$ cat src/rtl/mailbox_pkg.sv
// Shared mailbox types: per-beat tag carried alongside Wishbone traffic,
// plus uplink arbiter defaults and FSM encoding.
package mailbox_pkg;

  typedef struct packed {
    logic [5:0] chan;
    logic       prio;
    logic       eop;
  } mailbox_tag_t;

  localparam int unsigned MBX_ARB_AGE_LIMIT_DEFAULT = 8;

  typedef enum logic {
    ARB_IDLE,
    ARB_LOCKED
  } arb_state_t;

endpackage

$ cat src/rtl/mailbox_rr_pick.sv
// Masked round-robin one-hot picker: first request at or above rr_ptr,
// otherwise wraps to the lowest request.
module mailbox_rr_pick #(
  parameter int unsigned N_REQ = 4
) (
  input  logic [N_REQ-1:0]         req,
  input  logic [$clog2(N_REQ)-1:0] rr_ptr,
  output logic [N_REQ-1:0]         pick
);

  logic [N_REQ-1:0] masked;
  logic [N_REQ-1:0] src;
  logic             found;

  always_comb begin
    masked = '0;
    for (int unsigned i = 0; i < N_REQ; i++) begin
      masked[i] = req[i] && (i >= 32'(rr_ptr));
    end
    src   = (|masked) ? masked : req;
    pick  = '0;
    found = 1'b0;
    for (int unsigned i = 0; i < N_REQ; i++) begin
      if (src[i] && !found) begin
        pick[i] = 1'b1;
        found   = 1'b1;
      end
    end
  end

endmodule

$ cat src/rtl/mailbox_uplink_arb.sv
// N-to-1 Wishbone uplink arbiter with packet locking, priority classes,
// starvation aging and a grant watchdog.
module mailbox_uplink_arb
  import mailbox_pkg::*;
#(
  parameter int unsigned N_REQ        = 4,
  parameter int unsigned AGE_LIMIT    = MBX_ARB_AGE_LIMIT_DEFAULT,
  parameter int unsigned LOCK_TIMEOUT = 64
) (
  input  logic                    clk,
  input  logic                    rst_n,
  input  logic [N_REQ-1:0]        s_wb_cyc,
  input  logic [N_REQ-1:0]        s_wb_stb,
  input  logic [N_REQ-1:0]        s_wb_we,
  input  logic [N_REQ-1:0][15:0]  s_wb_adr,
  input  logic [N_REQ-1:0][31:0]  s_wb_dat,
  input  logic [N_REQ-1:0][3:0]   s_wb_sel,
  input  mailbox_tag_t [N_REQ-1:0] s_tag,
  output logic [N_REQ-1:0]        s_wb_ack,
  output logic                    m_wb_cyc,
  output logic                    m_wb_stb,
  output logic                    m_wb_we,
  output logic [15:0]             m_wb_adr,
  output logic [31:0]             m_wb_dat,
  output logic [3:0]              m_wb_sel,
  output mailbox_tag_t            m_tag,
  input  logic                    m_wb_ack,
  output logic [N_REQ-1:0]        grant_oh,
  output logic                    lock_err
);

  localparam int unsigned PW = $clog2(N_REQ);
  localparam int unsigned AW = $clog2(AGE_LIMIT + 1);
  localparam int unsigned WW = $clog2(LOCK_TIMEOUT);

  arb_state_t state, state_nxt;

  logic [N_REQ-1:0]         req, aged_req, prio_req;
  logic [N_REQ-1:0]         pick_aged, pick_prio, pick_norm, winner;
  logic [N_REQ-1:0]         grant_q;
  logic [PW-1:0]            owner, rr_ptr, winner_idx, next_ptr;
  logic [N_REQ-1:0][AW-1:0] age;
  logic [WW-1:0]            wd;
  logic                     lock_err_q;
  logic                     arb_fire, pkt_done, timeout, owner_cyc;

  assign req = s_wb_cyc & s_wb_stb;

  always_comb begin
    for (int unsigned i = 0; i < N_REQ; i++) begin
      aged_req[i] = req[i] && (age[i] == AW'(AGE_LIMIT));
      prio_req[i] = req[i] && s_tag[i].prio;
    end
  end

  mailbox_rr_pick #(.N_REQ(N_REQ)) u_pick_aged (.req(aged_req), .rr_ptr(rr_ptr), .pick(pick_aged));
  mailbox_rr_pick #(.N_REQ(N_REQ)) u_pick_prio (.req(prio_req), .rr_ptr(rr_ptr), .pick(pick_prio));
  mailbox_rr_pick #(.N_REQ(N_REQ)) u_pick_norm (.req(req),      .rr_ptr(rr_ptr), .pick(pick_norm));

  always_comb begin
    winner     = (|aged_req) ? pick_aged : ((|prio_req) ? pick_prio : pick_norm);
    winner_idx = '0;
    for (int unsigned i = 0; i < N_REQ; i++) begin
      if (winner[i]) winner_idx = PW'(i);
    end
    next_ptr = (owner == PW'(N_REQ - 1)) ? '0 : owner + PW'(1);
  end

  always_ff @(posedge clk or negedge rst_n) begin
    if (!rst_n) state <= ARB_IDLE;
    else        state <= state_nxt;
  end

  // Owner dropping cyc beats ack; ack beats the watchdog.
  always_comb begin
    state_nxt = state;
    arb_fire  = 1'b0;
    pkt_done  = 1'b0;
    timeout   = 1'b0;
    owner_cyc = s_wb_cyc[owner];
    case (state)
      ARB_IDLE: begin
        if (|req) begin
          arb_fire  = 1'b1;
          state_nxt = ARB_LOCKED;
        end
      end
      ARB_LOCKED: begin
        if (!owner_cyc) begin
          pkt_done = 1'b1;
        end else if (m_wb_ack) begin
          pkt_done = s_tag[owner].eop;
        end else if (wd == WW'(LOCK_TIMEOUT - 1)) begin
          pkt_done = 1'b1;
          timeout  = 1'b1;
        end
        if (pkt_done) state_nxt = ARB_IDLE;
      end
      default: state_nxt = ARB_IDLE;
    endcase
  end

  always_comb begin
    grant_oh = grant_q;
    lock_err = lock_err_q;
    s_wb_ack = '0;
    m_wb_cyc = 1'b0;
    m_wb_stb = 1'b0;
    m_wb_we  = 1'b0;
    m_wb_adr = '0;
    m_wb_dat = '0;
    m_wb_sel = '0;
    m_tag    = '0;
    if (state == ARB_LOCKED) begin
      m_wb_cyc        = s_wb_cyc[owner];
      m_wb_stb        = s_wb_stb[owner];
      m_wb_we         = s_wb_we[owner];
      m_wb_adr        = s_wb_adr[owner];
      m_wb_dat        = s_wb_dat[owner];
      m_wb_sel        = s_wb_sel[owner];
      m_tag           = s_tag[owner];
      s_wb_ack[owner] = m_wb_ack && s_wb_cyc[owner];
    end
  end

  always_ff @(posedge clk or negedge rst_n) begin
    if (!rst_n) begin
      grant_q    <= '0;
      owner      <= '0;
      rr_ptr     <= '0;
      wd         <= '0;
      lock_err_q <= 1'b0;
      age        <= '0;
    end else begin
      lock_err_q <= timeout;
      if (arb_fire) begin
        grant_q <= winner;
        owner   <= winner_idx;
        wd      <= '0;
      end else if (pkt_done) begin
        grant_q <= '0;
        rr_ptr  <= next_ptr;
      end else if (state == ARB_LOCKED) begin
        wd <= m_wb_ack ? '0 : wd + WW'(1);
      end
      for (int unsigned i = 0; i < N_REQ; i++) begin
        if (!req[i]) begin
          age[i] <= '0;
        end else if (arb_fire) begin
          if (winner[i])                       age[i] <= '0;
          else if (age[i] != AW'(AGE_LIMIT))   age[i] <= age[i] + AW'(1);
        end
      end
    end
  end

endmodule

$ cat config.mk
export PLATFORM = sky130hd
export DESIGN_NAME = mailbox_uplink_arb
export DESIGN_NICKNAME = d
export VERILOG_FILES = /design/src/rtl/mailbox_pkg.sv /design/src/rtl/mailbox_rr_pick.sv /design/src/rtl/mailbox_uplink_arb.sv
export SDC_FILE = /design/constraint.sdc
export NUM_CORES = 1
export LEC_CHECK = 0
export CELL_PAD_IN_SITES_DETAIL_PLACEMENT = 1
export CELL_PAD_IN_SITES_GLOBAL_PLACEMENT = 1
export CORE_MARGIN = 5
export CORE_UTILIZATION = 24
export CTS_CLUSTER_SIZE = 10
export DETAILED_ROUTE_END_ITERATION = 16
export PLACE_DENSITY_LB_ADDON = 0.1
export REMOVE_ABC_BUFFERS = 1
export SYNTH_ARGS = -nofsm -noshare
export SYNTH_HDL_FRONTEND = slang
export SYNTH_HIERARCHICAL = 1
export SYNTH_SLANG_ARGS = --single-unit
$ cat constraint.sdc
create_clock -name clk -period 2.97 [get_ports clk]
set_clock_uncertainty 0.15 [all_clocks]
set_input_delay 0.594 -clock clk [delete_from_list [all_inputs] [get_ports clk]]
set_output_delay 0.594 -clock clk [all_outputs]
set_load 0.1 [all_outputs]
Word level (Yosys, flattened, before mapping)

Cells that the tools add are included.
W data, S select, Z words.

Flip-flop bits (word level): 32
Input port bits: 255
Output and inout port bits: 72
Word-level logic and storage cells: 180

Add/subtract/negate cells: 6
Magnitude comparators: 5
Equality and inequality tests: 19
Muxes and demuxes: 85
Bitwise operators: 4
Reductions and logical operators: 51

Operator list:

| operator              | number |
|---|---|
| $mux W4               | 23 |
| $bmux W32 S2          | 1 |
| $mux W32              | 2 |
| $mux W1               | 37 |
| $bmux W16 S2          | 1 |
| $mux W16              | 2 |
| $logic_and A1 B1 Y1   | 28 |
| $mux W6               | 4 |
| $reduce_or A4 Y1      | 6 |
| $add A4 B1 Y4 const B | 4 |
| $bmux W8 S2           | 1 |
| $eq A4 B4 Y1 const B  | 4 |
| $mux W8               | 2 |
| $ne A4 B4 Y1 const B  | 4 |
| $ne A3 B1 Y1 const B  | 4 |
| $reduce_and A2 Y1     | 6 |
| $logic_not A1 Y1      | 9 |
| $mux W3               | 3 |
| $and A4 B4 Y4         | 2 |
| $bmux W4 S2           | 1 |
| $ne A2 B1 Y1 const B  | 4 |
| $add A6 B1 Y6 const B | 1 |
| $bmux W1 S2           | 3 |
| $eq A6 B6 Y1 const B  | 1 |
| other kinds (12)      | 17 |

Depth between registers and ports, before layout

Depth after elaboration: 20
Depth in mapped cells: 12
Mapped depth without buffers: 12

Cells and area by module

The synthesis kept the hierarchy.

By module, submodules not included:

| module             | times used | cells an instance | area an instance (um^2) | sequential area each (um^2) |
|---|---|---|---|---|
| mailbox_uplink_arb | 1          | 364               | 3935.0                  | 800.8 |
| mailbox_rr_pick    | 3          | 16                | 107.6                   | 0.0 |

Worst setup path after synthesis

Ideal clock, no wire load.

Kind: reg-to-output
Start point: register owner[1]
End point: output m_wb_adr[11]
Arrival time: 1986 ps
Required time: 2226 ps
Path slack: 240 ps
Cell stages (with the launch flop): 5
Path buffers: 2
Path through: dfrtp_1 > clkbuf_1 > buf_1 > mux4_2 > and2_1

Cells in the longest elaborated chain, start to end: 3

Ends and longest elaborated chain:

| what                           | RTL line                  | text |
|---|---|---|
| start: declaration             | mailbox_uplink_arb.sv:41  | `logic [PW-1:0] owner, rr_ptr, winner_idx, next_ptr;` |
| start signal: assignment       | mailbox_uplink_arb.sv:138 | `owner <= winner_idx;` |
| $bmux W16 S2                   | mailbox_uplink_arb.sv:118 | `m_wb_adr = s_wb_adr[owner];` |
| $mux W16 (not written as such) | mailbox_uplink_arb.sv:118 |  |
| $mux W16                       | mailbox_uplink_arb.sv:114 | `if (state == ARB_LOCKED) begin` |
| end: declaration               | mailbox_uplink_arb.sv:23  | `output logic [15:0] m_wb_adr,` |

Every way passes these cells. The select of a mux whose other input is x is not followed.

Worst setup path after layout

Start point: input s_wb_cyc[3]
End point: output s_wb_ack[0]

Cells in the longest elaborated chain, start to end: 5

Ends and longest elaborated chain:

| what                          | RTL line                  | text |
|---|---|---|
| start: declaration            | mailbox_uplink_arb.sv:12  | `input logic [N_REQ-1:0] s_wb_cyc,` |
| $bmux W1 S2                   | mailbox_uplink_arb.sv:122 | `s_wb_ack[owner] = m_wb_ack && s_wb_cyc[owner];` |
| $mux W1 (not written as such) | mailbox_uplink_arb.sv:122 |  |
| $logic_and A1 B1 Y1           | mailbox_uplink_arb.sv:122 |  |
| $and A4 B4 Y4 (no line)       | -                         |  |
| $mux W4                       | mailbox_uplink_arb.sv:114 |  |
| end: declaration              | mailbox_uplink_arb.sv:19  | `output logic [N_REQ-1:0] s_wb_ack,` |

Every way passes these cells. The select of a mux whose other input is x is not followed.

==> impl_metrics.json <==
{
  "coreArea_mm2": 0.0174,
  "combinationalPowerShare": 0.875,
  "ant_nets": 0,
  "mostFrequentLayoutCell": "clkdlybuf4s50_1",
  "drt_iter0_drc": 159,
  "holdWs_ns": 0.379,
  "ys_types": 53,
  "ys.flop_type": "dfrtp_1",
  "dieHeight_um": 143,
  "vdd_drop_max_uv": 978,
  "required_ns": 2.23,
  "synth_edf_count": 0,
  "hp-start": "wd[1]",
  "cp.arrival_ns": 2.15,
  "cts_root_buffer": "clkbuf_16",
  "synth-async-reset-ratio": 1.00,
  "pin_count": 327,
  "reg2reg_slack_ns": 0.30,
  "post-place-cells": 992,
  "start_kind": "primary input",
  "hpwl_mm": 21.5,
  "yosys.area.top_type": "mux4_2",
  "fin_cells": 1001,
  "critical_path_class": "primary input to primary output",
  "final_period_minus_worst_setup_slack_ns": 2.89,
  "hold_buffers": 0,
  "hold_path_class": "register to register",
  "fin_crit_sh": 0.974,
  "start_util": 0.245,
  "cts_tree": "done",
  "finalHoldViolCount": 0,
  "run_status": "completed",
  "final_max_slew_viol_count": 0,
  "ys_ff_latch": 32,
  "cts_buffer_depth": 2,
  "cap_violations": 0,
  "power_density_mw_per_mm2": 1120,
  "whs_endpoint": "wd[1]",
  "max_slew_margin": 0.493,
  "antenna_found_initial": 3,
  "worst_r2r_startpoint": "age[8]",
  "power.leakage_nw": 3.66,
  "critPathMaxFanout": 4,
  "power_frac_seq": 0.073,
  "rsz0062_at_grt": "no",
  "yosys_warnings": 6,
  "gr-usage-all-layers": 0.238,
  "die_area_mm2": 0.0205,
  "numCtsBuffers": 5,
  "row_count": 48,
  "synth_top_area_share": 0.333,
  "internal_power_mw": 4.28,
  "die_w_um": 143,
  "layout_common_cells": "252 x clkdlybuf4s50_1, 69 x buf_12, 65 x and2_1, 63 x mux4_2, 56 x buf_4",
  "drc_errors": 0,
  "numClockSinks": 32,
  "seq_area_frac_synth": 0.188,
  "grt_pass1_wl_mm": 36.6,
  "worst_pin_slew_ns": 0.760,
  "insertion_delay_ns": 0.28,
  "netSwitchingPower_mw": 5.77,
  "overflow": 0,
  "syn-instance-count": 412,
  "max_freq_mhz": 346,
  "place_congestion": 0.921,
  "p_clk_frac": 0.052,
  "io_buffers": 326,
  "wire_per_inst_um": 24.7,
  "cts_setup_buffers": 0,
  "synth_area_leaders": "mux4_2 33%, dfrtp_1 19%, and2_1 10%, ha_1 3.8%, nand2_1 2.6%",
  "ctsHtreeMaxLevel": 2,
  "synth_area_mm2": 0.00426,
  "first_global_vias": 5774,
  "grt_max_degree": 50,
  "critPathCaptureType": "primary output",
  "firstDrtPassIters": 4,
  "switching_share": 0.574,
  "setup_violations": 0,
  "routed_wirelength_mm": 24.7,
  "routed-via-count": 5141,
  "routed_via_density": 5.14,
  "fin_nets": 1042,
  "syn_avg_cell_area_um2": 10.3,
  "r2r-end": "age[6]",
  "drive_above_1_share": 0.301,
  "area_growth_syn_to_layout_pct": 111,
  "rr_worst_depth": 11,
  "clk_pin_slew_worst_paths_ns": 0.06,
  "whs_path_depth": 2
}
## stage by stage
stage / utilization / worst slack, ns / TNS [ns] / instance area (um2) / power [mW]
floorplan: - / -1.87 / -125.42 / 4140 / 6.16
global placement: 0.507 / -0.120 / -1.27 / 8790 / 9.51
detailed placement: 0.507 / -0.216 / -3.18 / 8790 / 9.59
CTS: 0.516 / 0.0101 / 0 / 8960 / 10.2
global route: 0.517 / 0.0264 / 0 / 8980 / 10.4
finish: 0.517 / 0.0767 / 0 / 8980 / 10.1
## worst max path at each step
stage	start	endpoint	slack, ns
floorplan	owner[0]	s_wb_ack[0]	-1.87
global placement	s_wb_stb[2]	age[6]	-0.12
detailed placement	s_wb_stb[2]	age[6]	-0.22
CTS	s_wb_cyc[2]	s_wb_ack[0]	0.01
global route	owner[0]	m_wb_dat[23]	0.03
finish	s_wb_cyc[3]	s_wb_ack[0]	0.08
## worst max-delay path, stage by stage
cell and delay (ns):
clkdlybuf4s50_1 0.47, mux4_2 0.52, and3_4 0.23, and2_4 0.17, buf_12 0.16
## final cells by class
type,instances,area [um2]
fill,1848,8380
timing repair buffer,380,4370
multi-input combinational,327,3260
sequential,32,807
tap,225,282
clock buffer,6,139
inverter,28,105
clock inverter,2,10.0
antenna,1,2.50
## kinds of logic after synthesis
kind of cell,after synthesis,share of synthesized area
buffers and inverters,53,0.0517
flip-flops,32,0.188
AO/OA/AOI/OAI,93,0.158
adder cells (fa/ha/maj),13,0.0382
multiplexers,69,0.351
AND/OR/NAND/NOR,152,0.214
## repair_timing
item	CTS	global route
gates resized for setup	7	5
cloned	0	0
endpoints found under the setup margin	4	12
## state kept, by name, summed over array words and instances (netlist names)
register	count
rr_ptr	2
wd	6
age	16
state	1
owner	2
lock_err	1
grant_oh	4
## power by group through the flow
| stage | Clock, mW | Combinational, mW | Sequential (mW) |
|---|---|---|---|
| floorplan | 0 | 5.07 | 1.09 |
| global placement | 0 | 8.77 | 0.740 |
| detailed placement | 0 | 8.85 | 0.746 |
| CTS | 0.541 | 8.87 | 0.738 |
| global route | 0.559 | 9.11 | 0.765 |
| finish | 0.524 | 8.79 | 0.737 |
## synth_stat cells, drive strengths merged, types with 8 or more instances
library cell and number:
a21o 13, a21oi 14, and2 70, buf 11, clkbuf 14, dfrtp 32, ha 13, inv 28
mux4 63, nand2 29, nor3 8, o21ai 18, o22ai 8
## layer usage
metal / wire length (um) / vias to the layer above / global-route usage
met5: 14 / - / 0
met4: 478 / 2 / 0.0560
met3: 2720 / 31 / 0.0787
met2: 12100 / 198 / 0.410
met1: 9380 / 2595 / 0.289
li1: - / 2315 / -
(Power assumes the default switching activity.)
